--- src/rtl/alu_seq_pkg.sv ---
// Shared types for the sequential ALU: opcode encoding, FSM states, flag positions.
package alu_seq_pkg;

  localparam int unsigned OpW = 4;

  typedef enum logic [OpW-1:0] {
    kMOV = 4'd0,
    kLFS = 4'd1,
    kADD = 4'd2,
    kSUB = 4'd3,
    kCMP = 4'd4,
    kXOR = 4'd5,
    kPAR = 4'd6,
    kADC = 4'd7,
    kSHL = 4'd8,
    kSHR = 4'd9,
    kMUL = 4'd10
  } op_mne;

  typedef enum logic [1:0] {
    StIdle = 2'd0,
    StMul  = 2'd1,
    StHold = 2'd2
  } alu_state_t;

  localparam int unsigned FZ = 0;
  localparam int unsigned FN = 1;
  localparam int unsigned FC = 2;
  localparam int unsigned FV = 3;

  function automatic logic [3:0] pack_flags(input logic v, input logic c, input logic n,
                                            input logic z);
    logic [3:0] f;
    f     = '0;
    f[FV] = v;
    f[FC] = c;
    f[FN] = n;
    f[FZ] = z;
    return f;
  endfunction

endpackage

--- src/rtl/alu_seq_if.sv ---
// Operand/result handshake bundle between the register-file side and the writeback side.
interface alu_seq_if #(
  parameter int unsigned DW = 8
) ();
  import alu_seq_pkg::*;

  logic           in_valid;
  logic           in_ready;
  logic [DW-1:0]  a;
  logic [DW-1:0]  b;
  logic [OpW-1:0] op;
  logic           sc_in;
  logic           out_valid;
  logic           out_ready;
  logic [DW-1:0]  res;
  logic [3:0]     flag;

  modport master (
    output in_valid, a, b, op, sc_in, out_ready,
    input  in_ready, out_valid, res, flag
  );

  modport slave (
    input  in_valid, a, b, op, sc_in, out_ready,
    output in_ready, out_valid, res, flag
  );

endinterface

--- src/rtl/alu_mul_serial.sv ---
// Unsigned shift-add multiplier, one partial-product step per cycle, DW steps per op.
module alu_mul_serial #(
  parameter int unsigned DW = 8
) (
  input  logic            clk_i,
  input  logic            rst_ni,
  input  logic            start_i,
  input  logic [DW-1:0]   a_i,
  input  logic [DW-1:0]   b_i,
  output logic            busy_o,
  output logic            done_o,
  output logic [2*DW-1:0] prod_o
);

  localparam int unsigned CntW = $clog2(DW) + 1;

  logic            busy_q;
  logic [CntW-1:0] cnt_q;
  logic [2*DW-1:0] acc_q, acc_d;
  logic [2*DW-1:0] mcand_q;
  logic [DW-1:0]   mplier_q;

  always_comb begin
    acc_d = acc_q + (mplier_q[0] ? mcand_q : '0);
  end

  // prod_o is the post-step value so the caller can capture it on the final step edge
  assign busy_o = busy_q;
  assign done_o = busy_q & (cnt_q == CntW'(DW - 1));
  assign prod_o = acc_d;

  always_ff @(posedge clk_i or negedge rst_ni) begin
    if (!rst_ni) begin
      busy_q   <= 1'b0;
      cnt_q    <= '0;
      acc_q    <= '0;
      mcand_q  <= '0;
      mplier_q <= '0;
    end else if (start_i) begin
      busy_q   <= 1'b1;
      cnt_q    <= '0;
      acc_q    <= '0;
      mcand_q  <= {{DW{1'b0}}, a_i};
      mplier_q <= b_i;
    end else if (busy_q) begin
      acc_q    <= acc_d;
      mcand_q  <= mcand_q << 1;
      mplier_q <= mplier_q >> 1;
      cnt_q    <= cnt_q + 1'b1;
      if (done_o) busy_q <= 1'b0;
    end
  end

endmodule

--- src/rtl/alu_seq.sv ---
// Registered ALU with valid/ready handshake; MUL runs iteratively, everything else in one cycle.
module alu_seq
  import alu_seq_pkg::*;
#(
  parameter int unsigned DW     = 8,
  parameter bit          MUL_EN = 1'b1
) (
  input  logic       clk_i,
  input  logic       rst_ni,
  alu_seq_if.slave   bus_io
);

  alu_state_t      state_q;
  logic [DW-1:0]   res_q;
  logic [3:0]      flag_q;
  logic            out_valid_q;
  logic            en_q;

  op_mne           op;
  logic [DW-1:0]   a, b;
  logic            accept, drain, is_mul;
  logic [DW:0]     sum, diff;
  logic [DW-1:0]   alu_res;
  logic            alu_c, alu_v;
  logic [3:0]      alu_flag, mul_flag;

  logic            mul_start, mul_busy, mul_done;
  logic [2*DW-1:0] mul_prod;

  assign op = op_mne'(bus_io.op);
  assign a  = bus_io.a;
  assign b  = bus_io.b;

  // A held result being taken this cycle frees the slot, so HOLD can accept back-to-back
  assign bus_io.in_ready  = en_q & ~mul_busy & (state_q != StMul) &
                            (~out_valid_q | bus_io.out_ready);
  assign bus_io.out_valid = out_valid_q;
  assign bus_io.res       = res_q;
  assign bus_io.flag      = flag_q;

  assign accept    = bus_io.in_valid & bus_io.in_ready;
  assign drain     = out_valid_q & bus_io.out_ready;
  assign is_mul    = (op == kMUL) && MUL_EN;
  assign mul_start = accept & is_mul;

  always_comb begin
    alu_res = '0;
    alu_c   = 1'b0;
    alu_v   = 1'b0;
    sum     = {1'b0, a} + {1'b0, b} + {{DW{1'b0}}, (op == kADC) & bus_io.sc_in};
    diff    = {1'b0, a} - {1'b0, b};
    case (op)
      kMOV: alu_res = b;
      kLFS: alu_res = {1'b0, a[DW-3:0], ^(a & b)};
      kADD, kADC: begin
        alu_res = sum[DW-1:0];
        alu_c   = sum[DW];
        alu_v   = (a[DW-1] == b[DW-1]) && (sum[DW-1] != a[DW-1]);
      end
      kSUB, kCMP: begin
        alu_res = diff[DW-1:0];
        alu_c   = ~diff[DW];
        alu_v   = (a[DW-1] != b[DW-1]) && (diff[DW-1] != a[DW-1]);
      end
      kXOR: alu_res = a ^ b;
      kPAR: alu_res = {^a, a[DW-2:0]};
      kSHL: begin
        alu_res = {a[DW-2:0], bus_io.sc_in};
        alu_c   = a[DW-1];
      end
      kSHR: begin
        alu_res = {bus_io.sc_in, a[DW-1:1]};
        alu_c   = a[0];
      end
      default: alu_res = '0;
    endcase
  end

  assign alu_flag = pack_flags(alu_v, alu_c, alu_res[DW-1], alu_res == '0);
  assign mul_flag = pack_flags(1'b0, |mul_prod[2*DW-1:DW], mul_prod[DW-1],
                               mul_prod[DW-1:0] == '0);

  if (MUL_EN) begin : g_mul
    alu_mul_serial #(
      .DW(DW)
    ) u_mul (
      .clk_i  (clk_i),
      .rst_ni (rst_ni),
      .start_i(mul_start),
      .a_i    (a),
      .b_i    (b),
      .busy_o (mul_busy),
      .done_o (mul_done),
      .prod_o (mul_prod)
    );
  end else begin : g_no_mul
    logic unused_start;
    assign unused_start = mul_start;
    assign mul_busy     = 1'b0;
    assign mul_done     = 1'b0;
    assign mul_prod     = '0;
  end

  always_ff @(posedge clk_i or negedge rst_ni) begin
    if (!rst_ni) begin
      state_q     <= StIdle;
      res_q       <= '0;
      flag_q      <= 4'b0001;
      out_valid_q <= 1'b0;
      en_q        <= 1'b0;
    end else begin
      en_q <= 1'b1;
      case (state_q)
        StIdle, StHold: begin
          if (accept && is_mul) begin
            state_q     <= StMul;
            out_valid_q <= 1'b0;
          end else if (accept) begin
            state_q     <= StHold;
            out_valid_q <= 1'b1;
            res_q       <= alu_res;
            flag_q      <= alu_flag;
          end else if (drain) begin
            state_q     <= StIdle;
            out_valid_q <= 1'b0;
          end
        end
        StMul: begin
          if (mul_done) begin
            state_q     <= StHold;
            out_valid_q <= 1'b1;
            res_q       <= mul_prod[DW-1:0];
            flag_q      <= mul_flag;
          end
        end
        default: state_q <= StIdle;
      endcase
    end
  end

endmodule

--- src/flat_wrapper.sv ---
// flat-port wrapper written by rule: the top's interface ports become plain ports
module alu_seq_flat import alu_seq_pkg::*;
#(
  parameter int unsigned DW     = 8,
  parameter bit          MUL_EN = 1'b1
)
  (clk_i, rst_ni, bus_io_in_valid, bus_io_a, bus_io_b, bus_io_op, bus_io_sc_in, bus_io_out_ready, bus_io_in_ready, bus_io_out_valid, bus_io_res, bus_io_flag);
  alu_seq_if #(.DW(DW)) bus_io_i ();
  input  logic clk_i;
  input  logic rst_ni;
  input wire logic [$bits(bus_io_i.in_valid)-1:0] bus_io_in_valid;
  input wire logic [$bits(bus_io_i.a)-1:0] bus_io_a;
  input wire logic [$bits(bus_io_i.b)-1:0] bus_io_b;
  input wire logic [$bits(bus_io_i.op)-1:0] bus_io_op;
  input wire logic [$bits(bus_io_i.sc_in)-1:0] bus_io_sc_in;
  input wire logic [$bits(bus_io_i.out_ready)-1:0] bus_io_out_ready;
  output wire logic [$bits(bus_io_i.in_ready)-1:0] bus_io_in_ready;
  output wire logic [$bits(bus_io_i.out_valid)-1:0] bus_io_out_valid;
  output wire logic [$bits(bus_io_i.res)-1:0] bus_io_res;
  output wire logic [$bits(bus_io_i.flag)-1:0] bus_io_flag;
  assign bus_io_i.in_valid = bus_io_in_valid;
  assign bus_io_i.a = bus_io_a;
  assign bus_io_i.b = bus_io_b;
  assign bus_io_i.op = bus_io_op;
  assign bus_io_i.sc_in = bus_io_sc_in;
  assign bus_io_i.out_ready = bus_io_out_ready;
  assign bus_io_in_ready = bus_io_i.in_ready;
  assign bus_io_out_valid = bus_io_i.out_valid;
  assign bus_io_res = bus_io_i.res;
  assign bus_io_flag = bus_io_i.flag;
  alu_seq #(.DW(DW), .MUL_EN(MUL_EN)) u_core (.clk_i(clk_i), .rst_ni(rst_ni), .bus_io(bus_io_i));
endmodule
--- config.mk ---
export PLATFORM = sky130hd
export DESIGN_NAME = alu_seq_flat
export DESIGN_NICKNAME = d
export VERILOG_FILES = /design/src/rtl/alu_seq_pkg.sv /design/src/rtl/alu_seq_if.sv /design/src/rtl/alu_mul_serial.sv /design/src/rtl/alu_seq.sv /design/src/flat_wrapper.sv
export SDC_FILE = /design/constraint.sdc
export NUM_CORES = 1
export LEC_CHECK = 0
export ABC_AREA = 1
export CAP_MARGIN = 20
export CORE_ASPECT_RATIO = 0.8
export CORE_MARGIN = 2
export CORE_UTILIZATION = 40
export CTS_CLUSTER_SIZE = 25
export DETAILED_ROUTE_END_ITERATION = 10
export GPL_ROUTABILITY_DRIVEN = 0
export SLEW_MARGIN = 40
export SYNTH_ARGS = -nofsm -noshare
export SYNTH_HDL_FRONTEND = slang
export SYNTH_SLANG_ARGS = --single-unit
--- constraint.sdc ---
create_clock -name clk_i -period 3.2 [get_ports clk_i]
set_clock_uncertainty 0.1 [all_clocks]
set_input_delay 0.32 -clock clk_i [delete_from_list [all_inputs] [get_ports clk_i]]
set_output_delay 0.32 -clock clk_i [all_outputs]
set_load 0.005 [all_outputs]
## After elaboration in Yosys (flattened, before gate mapping)

Index checks and enable logic that the tools add are counted.

| cells by class | value |
|---|---|
| add/subtract/negate cells | 5 |
| eq/ne operators | 22 |
| muxes and demuxes | 33 |
| bitwise logic cells | 14 |
| reductions and logical operators | 18 |

Operators with widths:

| kind | count |
|---|---|
| two-way mux 16 bit | 5 |
| one-hot mux 8 bit (8 select lines) | 1 |
| two-way mux 8 bit | 5 |
| equality test 4 x 3 -> 1 bit, second input constant | 5 |
| two-way mux 4 bit | 5 |
| adder 16 bit | 1 |
| zero test 8 bit | 2 |
| one-hot mux 8 bit (2 select lines) | 1 |
| parity 8 bit | 2 |
| equality test 4 bit, second input constant | 3 |
| adder 8 x 8 -> 9 bit | 1 |
| adder 9 x 1 -> 9 bit | 1 |
| subtractor 8 x 8 -> 9 bit | 1 |
| AND 1 bit | 8 |
| AND 8 bit | 1 |
| equality test 4 x 2 -> 1 bit, second input constant | 2 |
| two-way mux 2 bit | 4 |
| one-hot mux 4 bit (2 select lines) | 1 |
| OR reduction 8 bit | 1 |
| bitwise XOR 8 bit | 1 |
| two-way mux 1 bit | 7 |
| OR reduction 2 bit | 3 |
| adder 4 x 1 -> 4 bit, second input constant | 1 |
| equality test 4 x 1 -> 1 bit, second input constant | 1 |
| other kinds (19) | 29 |

| storage, ports and cells | value |
|---|---|
| flip-flop bits (word level) | 61 |
| input port bits | 25 |
| word-level logic and storage cells | 102 |

## Logic depth before layout (Yosys ltp)

Gate-level depths: netlist of run 1.

| depth | value |
|---|---|
| word-level depth | 9 |
| gate-level depth with buffers | 19 |

## Cells and area by module

Synthesis of run 1 repeated with hierarchy kept, for this count alone.

| unflattened totals | value |
|---|---|
| cell total of the unflattened synthesis | 813 |
| area, all modules | 5205.0 sq um |

Modules (own cells, without submodules):

| module | times used | cells each | area an instance (sq um) | sequential area each (sq um) |
|---|---|---|---|---|
| alu_mul_serial | 1 | 393 | 2844.0 | 1126.1 |
| alu_seq | 1 | 420 | 2361.0 | 376.6 |

## Least setup slack after synthesis of run 1

Ideal clock, no wire load.

| path | value |
|---|---|
| kind | register -> register |
| from | register u_core.g_mul.u_mul.mplier_q[0] |
| to | register u_core.flag_q[2] (netlist: u_core.bus_io.flag[2]) |
| arrival | 2.166 ns |
| slack | 0.812 ns |
| stages on the path, launching flop included | 19 |
| path buffers | 2 |
| clock period less this slack | 2.388 ns |
| cells stage by stage | dfrtp_1 clkbuf_1 clkbuf_1 nand2_1 inv_1 ha_1 fa_1 nand2_1 nand2_1 nand2_1 inv_1 nand2_1 nand3b_1 nand2_1 nand3_1 nor2_1 nand2_1 nand2_1 a21oi_1 |

| between the ends | value |
|---|---|
| word-level cells in the longest chain between the ends | 5 |

RTL lines:

| what | line | text |
|---|---|---|
| from (decl) | alu_mul_serial.sv:21 | `logic [DW-1:0] mplier_q;` |
| from (signal assigned) | alu_mul_serial.sv:44 | `mplier_q <= b_i;` |
| from (signal assigned) | alu_mul_serial.sv:48 | `mplier_q <= mplier_q >> 1;` |
| two-way mux 16 bit | alu_mul_serial.sv:24 | `acc_d = acc_q + (mplier_q[0] ? mcand_q : '0);` |
| adder 16 bit | alu_mul_serial.sv:24 |  |
| OR reduction 8 bit | alu_seq.sv:80 | `assign mul_flag = pack_flags(1'b0, \|mul_prod[2*DW-1:DW], mul_prod[DW-1],` |
| two-way mux 4 bit | alu_seq.sv:129 | `if (mul_done) begin` |
| one-hot mux 4 bit (2 select lines) | alu_seq.sv:113 | `case (state_q)` |
| to (signal assigned) | alu_seq.sv:122 | `flag_q <= alu_flag;` |
| to (signal assigned) | alu_seq.sv:133 | `flag_q <= mul_flag;` |
| to (decl) | alu_seq.sv:15 | `logic [3:0] flag_q;` |

No other way between the ends. The select of a mux whose other input is x is not followed.
A chain may end at the register's enable or synchronous reset.

## Worst setup path in the final report of run 1

| path | value |
|---|---|
| from | input port bus_io_op[2] |
| to | register u_core.flag_q[0] (netlist: u_core.bus_io.flag[0]) |

| between the ends | value |
|---|---|
| word-level cells in the longest chain between the ends | 8 |
| elaborated cells on any way between the ends | 23 |

RTL lines:

| what | line | text |
|---|---|---|
| from (decl) | flat_wrapper.sv:14 | `input wire logic [$bits(bus_io_i.op)-1:0] bus_io_op;` |
| equality test 4 x 3 -> 1 bit | alu_seq.sv:50, alu_seq.sv:52 |  |
| AND 1 bit | alu_seq.sv:50 | `sum = {1'b0, a} + {1'b0, b} + {{DW{1'b0}}, (op == kADC) & bus_io.sc_in};` |
| adder 9 x 1 -> 9 bit | alu_seq.sv:50 |  |
| one-hot mux 8 bit (8 select lines) | alu_seq.sv:52 | `case (op)` |
| zero test 8 bit | alu_seq.sv:79 | `assign alu_flag = pack_flags(alu_v, alu_c, alu_res[DW-1], alu_res == '0);` |
| two-way mux 4 bit | alu_seq.sv:118 | `end else if (accept) begin` |
| two-way mux 4 bit | alu_seq.sv:115 | `if (accept && is_mul) begin` |
| one-hot mux 4 bit (2 select lines) | alu_seq.sv:113 |  |

Parallel ways exist; a longest one is shown, timed or not. The select of a mux whose other input is x is not followed.

==> report_table.html, run 1 <==
<table>
<tr><th>Metric</th><th>Value</th></tr>
<tr><th colspan="2">Status</th></tr>
<tr><td>Outcome</td><td>completed</td></tr>
<tr><th colspan="2">Clocking</th></tr>
<tr><td>Total CTS buffers</td><td>9</td></tr>
<tr><td>Post-CTS setup repair buffer count</td><td>0</td></tr>
<tr><td>Total number of H-tree levels</td><td>3</td></tr>
<tr><td>Root Driver</td><td>sky130_fd_sc_hd__clkbuf_16</td></tr>
<tr><td>TritonCTS Sinks</td><td>60</td></tr>
<tr><td>Clock Latency Late Sink</td><td>~330 ps</td></tr>
<tr><td>Clock transition at the registers of the reported paths</td><td>approximately 50 ps</td></tr>
<tr><td>Maximum count of clock buffers along a single path</td><td>2</td></tr>
<tr><td>Count of cells resized by post-cts repair</td><td>0</td></tr>
<tr><td>TritonCTS clock tree</td><td>done</td></tr>
<tr><th colspan="2">Detailed routing</th></tr>
<tr><td>Average via count per standard cell</td><td>~5.2</td></tr>
<tr><td>Via count of the routed design</td><td>roughly 5,300</td></tr>
<tr><td>Total detailed-routing wirelength</td><td>between 15 and 20 mm</td></tr>
<tr><td>Drt drc</td><td>0</td></tr>
<tr><td>Number of optimization iterations in the first detailed-route pass</td><td>5</td></tr>
<tr><td>Drt wl/cell</td><td>about 15 um</td></tr>
<tr><td>DRC marker count from the first detailed-route iteration</td><td>between 500 and 600</td></tr>
<tr><td>Number of antenna-violating nets in the routed design</td><td>0</td></tr>
<tr><th colspan="2">Logic synthesis</th></tr>
<tr><td>Synthesized-area fraction occupied by xor and xnor cells</td><td>~3.4%</td></tr>
<tr><td>Post-synthesis compound-gate area fraction</td><td>a little over a tenth</td></tr>
<tr><td>Largest family of logic cells by synthesized area</td><td>simple AND/OR/NAND/NOR gates</td></tr>
<tr><td>Number of flops mapped to enable cells by yosys</td><td>0</td></tr>
<tr><td>Post-synthesis register bit count</td><td>60</td></tr>
<tr><td>Cell area after synthesis</td><td>5200 sq um</td></tr>
<tr><td>Area leader, netlist</td><td>sky130_fd_sc_hd__dfrtp_1</td></tr>
<tr><td>Ys async rst share</td><td>between 90% and 100%</td></tr>
<tr><td>Distinct cell type count after synthesis</td><td>37</td></tr>
<tr><td>Most common flop cell mapped by yosys</td><td>sky130_fd_sc_hd__dfrtp_1</td></tr>
<tr><td>Portion of synthesized cell area occupied by the leading cell type</td><td>between 20% and 30%</td></tr>
<tr><td>Instance count of the mapped netlist</td><td>roughly 820</td></tr>
<tr><td>Synth warnings</td><td>0</td></tr>
<tr><td>Leading post-synthesis cells by cell area</td><td>sky130_fd_sc_hd__dfrtp_1, sky130_fd_sc_hd__nand2_1, sky130_fd_sc_hd__inv_1</td></tr>
<tr><td>Post-synthesis mux area share</td><td>0%</td></tr>
<tr><td>Synthesized net count</td><td>approximately 900</td></tr>
<tr><td>Simple-gate share of the synthesized area</td><td>between 30% and 40%</td></tr>
<tr><td>Part of the Yosys area used for sequential elements</td><td>about 29%</td></tr>
<tr><td>Adder-cell area share of the yosys netlist</td><td>under 10%</td></tr>
<tr><td>Mean Syn Cell Area</td><td>6.36 sq um</td></tr>
<tr><th colspan="2">Final layout</th></tr>
<tr><td>Area added between synthesis and finish</td><td>16.7%</td></tr>
<tr><td>Multi-input gate area</td><td>between 3000 and 4000 sq um</td></tr>
<tr><td>Fin nets</td><td>a little over 900</td></tr>
<tr><td>FILL cells</td><td>approximately 1,300</td></tr>
<tr><td>Number of diodes added for antenna fixing</td><td>0</td></tr>
<tr><td>Fraction of layout instances using a drive strength above 1</td><td>between 4 and 5%</td></tr>
<tr><td>Finished Core Util</td><td>a little under half</td></tr>
<tr><td>Sequential cell area</td><td>approximately 1500 sq um</td></tr>
<tr><th colspan="2">Setup path</th></tr>
<tr><td>Cells traversed along the worst timing path</td><td>clkdlybuf4s50_1, inv_1, nor2_1, nand3_1, fa_1, inv_1, fa_1, nand2_1, nand2_1, nor2_1, nand2_1, nor2_1, nand2_1, nor2_1, nand3_1, a21oi_1</td></tr>
<tr><td>Critical path class</td><td>in2reg</td></tr>
<tr><td>Peak fanout along the critical path</td><td>4</td></tr>
<tr><td>CP Depth</td><td>16</td></tr>
<tr><td>Nature of the critical path endpoint</td><td>flip-flop</td></tr>
<tr><td>Crit path max-delay family</td><td>simple AND/OR/NAND/NOR gates</td></tr>
<tr><td>Delay of the slowest critical-path stage</td><td>~500 ps</td></tr>
<tr><td>Worst R2R Path Depth</td><td>16</td></tr>
<tr><td>Slowest cell on the critical path</td><td>sky130_fd_sc_hd__clkdlybuf4s50_1</td></tr>
<tr><td>Reg2Reg Setup Slack</td><td>approximately 380 ps</td></tr>
<tr><td>CP Data Required Time</td><td>3360 ps</td></tr>
<tr><td>Type of origin of the critical path</td><td>primary input</td></tr>
<tr><td>Arrival @ worst endpoint</td><td>3010 ps</td></tr>
<tr><td>Number of buffer and inverter instances along the worst setup path</td><td>3</td></tr>
<tr><th colspan="2">GRT</th></tr>
<tr><td>Maximum number of pins on one net before global-route repair</td><td>38</td></tr>
<tr><td>Global-route wire length before repair</td><td>about 26 mm</td></tr>
<tr><td>GR met1 Demand/Resource</td><td>between 30 and 40%</td></tr>
<tr><td>Vias in the first global route</td><td>around 5,200</td></tr>
<tr><td>Initial antenna violation count</td><td>0</td></tr>
<tr><td>Global-route congestion overflow total</td><td>0</td></tr>
<tr><td>Busiest metal layer after global routing</td><td>met2</td></tr>
<tr><td>Routing usage on met2</td><td>a little under two fifths</td></tr>
<tr><td>Grt met3 use</td><td>under 10%</td></tr>
<tr><td>Total global-route track usage</td><td>a little under a quarter</td></tr>
<tr><th colspan="2">Hold path</th></tr>
<tr><td>Worst hold path type</td><td>reg2reg</td></tr>
<tr><td>Instance count along the most critical hold path</td><td>2</td></tr>
<tr><th colspan="2">Floorplan</th></tr>
<tr><td>DIE HEIGHT</td><td>around 110 um</td></tr>
<tr><td># rows</td><td>37</td></tr>
<tr><td>Top-level port count</td><td>39</td></tr>
<tr><td>Die width</td><td>131 um</td></tr>
<tr><td>Starting utilization of the core area</td><td>40.7%</td></tr>
<tr><td>Area of the die</td><td>around 14,000 sq um</td></tr>
<tr><td>Core region area</td><td>12,800 sq um</td></tr>
<tr><th colspan="2">Job</th></tr>
<tr><td>Max-Cap Viols</td><td>0</td></tr>
<tr><th colspan="2">STA</th></tr>
<tr><td>Minimum clock period after layout</td><td>between 2000 and 3000 ps</td></tr>
<tr><td>Relative max-transition margin</td><td>about half</td></tr>
<tr><td>Period Utilization, post-route</td><td>around nine tenths</td></tr>
<tr><td>Setup TNS</td><td>0 ps</td></tr>
<tr><td>Worst-margin pin slew</td><td>around 750 ps</td></tr>
<tr><td>Hold Violations, Final</td><td>0</td></tr>
<tr><td>Slew Limit Fails</td><td>0</td></tr>
<tr><td>RSZ-0062 raised after global routing</td><td>false</td></tr>
<tr><td>Final setup vio count</td><td>0</td></tr>
<tr><td>Highest achievable clock rate</td><td>between 300 and 400 MHz</td></tr>
<tr><th colspan="2">Power</th></tr>
<tr><td>Total power divided by cell area</td><td>just over 600 nW/um^2</td></tr>
<tr><td>Total power after layout</td><td>3770 uW</td></tr>
<tr><td>VDD IR-drop max</td><td>roughly 0.41 mV</td></tr>
<tr><td>Static leakage</td><td>between 0.003 and 0.004 uW</td></tr>
<tr><th colspan="2">Place</th></tr>
<tr><td>Detailed placer's ending HPWL</td><td>11.9 mm</td></tr>
<tr><td>Port Buf Inserts</td><td>38</td></tr>
</table>
[Yosys cell counts, types with 6 or more instances]
| cell type | n |
|---|---|
| sky130_fd_sc_hd__buf_2 | 9 |
| sky130_fd_sc_hd__ha_1 | 32 |
| sky130_fd_sc_hd__o22ai_1 | 11 |
| sky130_fd_sc_hd__a21oi_1 | 26 |
| sky130_fd_sc_hd__nor2_1 | 84 |
| sky130_fd_sc_hd__nand4_1 | 14 |
| sky130_fd_sc_hd__nand3_1 | 51 |
| sky130_fd_sc_hd__xnor2_1 | 12 |
| sky130_fd_sc_hd__nand3b_1 | 6 |
| sky130_fd_sc_hd__inv_1 | 121 |
| sky130_fd_sc_hd__xor2_1 | 8 |
| sky130_fd_sc_hd__o21ai_0 | 29 |
| sky130_fd_sc_hd__nand2_1 | 294 |
| sky130_fd_sc_hd__clkbuf_1 | 7 |
| sky130_fd_sc_hd__dfrtp_1 | 59 |
| sky130_fd_sc_hd__o211ai_1 | 10 |
[sequential cells by signal, indices dropped and copies added, names as in the netlist]
register	cells
u_core.g_mul.u_mul.acc_q	16
u_core.g_mul.u_mul.mcand_q	16
u_core.g_mul.u_mul.mplier_q	8
u_core.bus_io.res	7
u_core.bus_io.flag	4
u_core.g_mul.u_mul.cnt_q	4
u_core.state_q	2
u_core.bus_io.out_valid	1
u_core.en_q	1
u_core.g_mul.u_mul.busy_o	1
[cells by family after synthesis]
kind of cell,after synthesis
flip-flops,60
buffers and inverters,145
AND/OR/NAND/NOR,462
AO/OA/AOI/OAI,93
adder cells (fa/ha/maj),36
other,1
XOR/XNOR,20
[final timing paths]
kind | start | endpoint
max | bus_io_op[2] | u_core.bus_io.flag[0]
min | u_core.g_mul.u_mul.acc_q[0] | u_core.g_mul.u_mul.acc_q[0]
max reg2reg | u_core.g_mul.u_mul.mplier_q[0] | u_core.bus_io.flag[2]
min reg2reg | u_core.g_mul.u_mul.acc_q[0] | u_core.g_mul.u_mul.acc_q[0]
max in group asynchronous | rst_ni | u_core.bus_io.flag[3]
min in group asynchronous | rst_ni | u_core.g_mul.u_mul.mcand_q[12]
[metrics by stage]
stage	hold WS, ps	cell area, sq um	setup slack (ps)	cells
5_1_grt	411	6070	68.0	1036
4_1_cts	386	6070	374	1036
2_1_floorplan	-75.6	5200	812	817
3_3_place_gp	367	5760	185	1019
6_report	384	6070	355	1036
3_5_place_dp	221	5760	71.6	1019
[layout make-up]
| cell class | count | share of cell area [%] |
|---|---|---|
| Clock buffer | 15 | 4.41 |
| Clock inverter | 1 | 0.495 |
| Inverter | 123 | 7.61 |
| Multi-Input combinational cell | 612 | 51.4 |
| Sequential cell | 60 | 24.8 |
| Tap cell | 175 | 3.61 |
| Timing Repair Buffer | 50 | 7.75 |
[routing by layer]
metal | up-vias | wire length, um
li1 | 2653 | -
met4 | 0 | 247
met2 | 191 | 6730
met5 | - | 0
met3 | 28 | 1140
met1 | 2474 | 7290
[where the power goes]
part	leakage, uW	total [uW]	switching, uW	internal (uW)
Sequential	0.000790	1290	229	1060
Clock	0.000144	977	331	646
Combinational	0.00236	1510	884	622
[placed cells by master, fill, tap and decap left out, types with 9 or more instances in the layout]
cell type,n
sky130_fd_sc_hd__inv_1,121
sky130_fd_sc_hd__nand2_1,294
sky130_fd_sc_hd__buf_4,12
sky130_fd_sc_hd__o22ai_1,11
sky130_fd_sc_hd__nand4_1,14
sky130_fd_sc_hd__ha_1,32
sky130_fd_sc_hd__o21ai_0,29
sky130_fd_sc_hd__xnor2_1,12
sky130_fd_sc_hd__a21oi_1,26
sky130_fd_sc_hd__nand3_1,51
sky130_fd_sc_hd__clkbuf_16,9
sky130_fd_sc_hd__dfrtp_1,59
sky130_fd_sc_hd__o211ai_1,10
sky130_fd_sc_hd__nor2_1,83
sky130_fd_sc_hd__clkdlybuf4s50_1,37
[worst min-delay path, stage by stage (launching register included)]
cell and delay [ps]:
sky130_fd_sc_hd__dfrtp_1 340, sky130_fd_sc_hd__nand2_1 60, sky130_fd_sc_hd__nand2_1 50
[repair_timing]
action	in CTS	in global routing
endpoints found under the setup margin	0	0
endpoints found under the hold margin	34	0
hold buffers	1	0
Note: power is estimated with default switching activity, not from simulation.
==> run 2: changes to the inputs <==
CAP_MARGIN = 25   (was 20)
==> results of run 2 <==
Same layout as run 1: the final DEF is identical, and so are final timing and power.
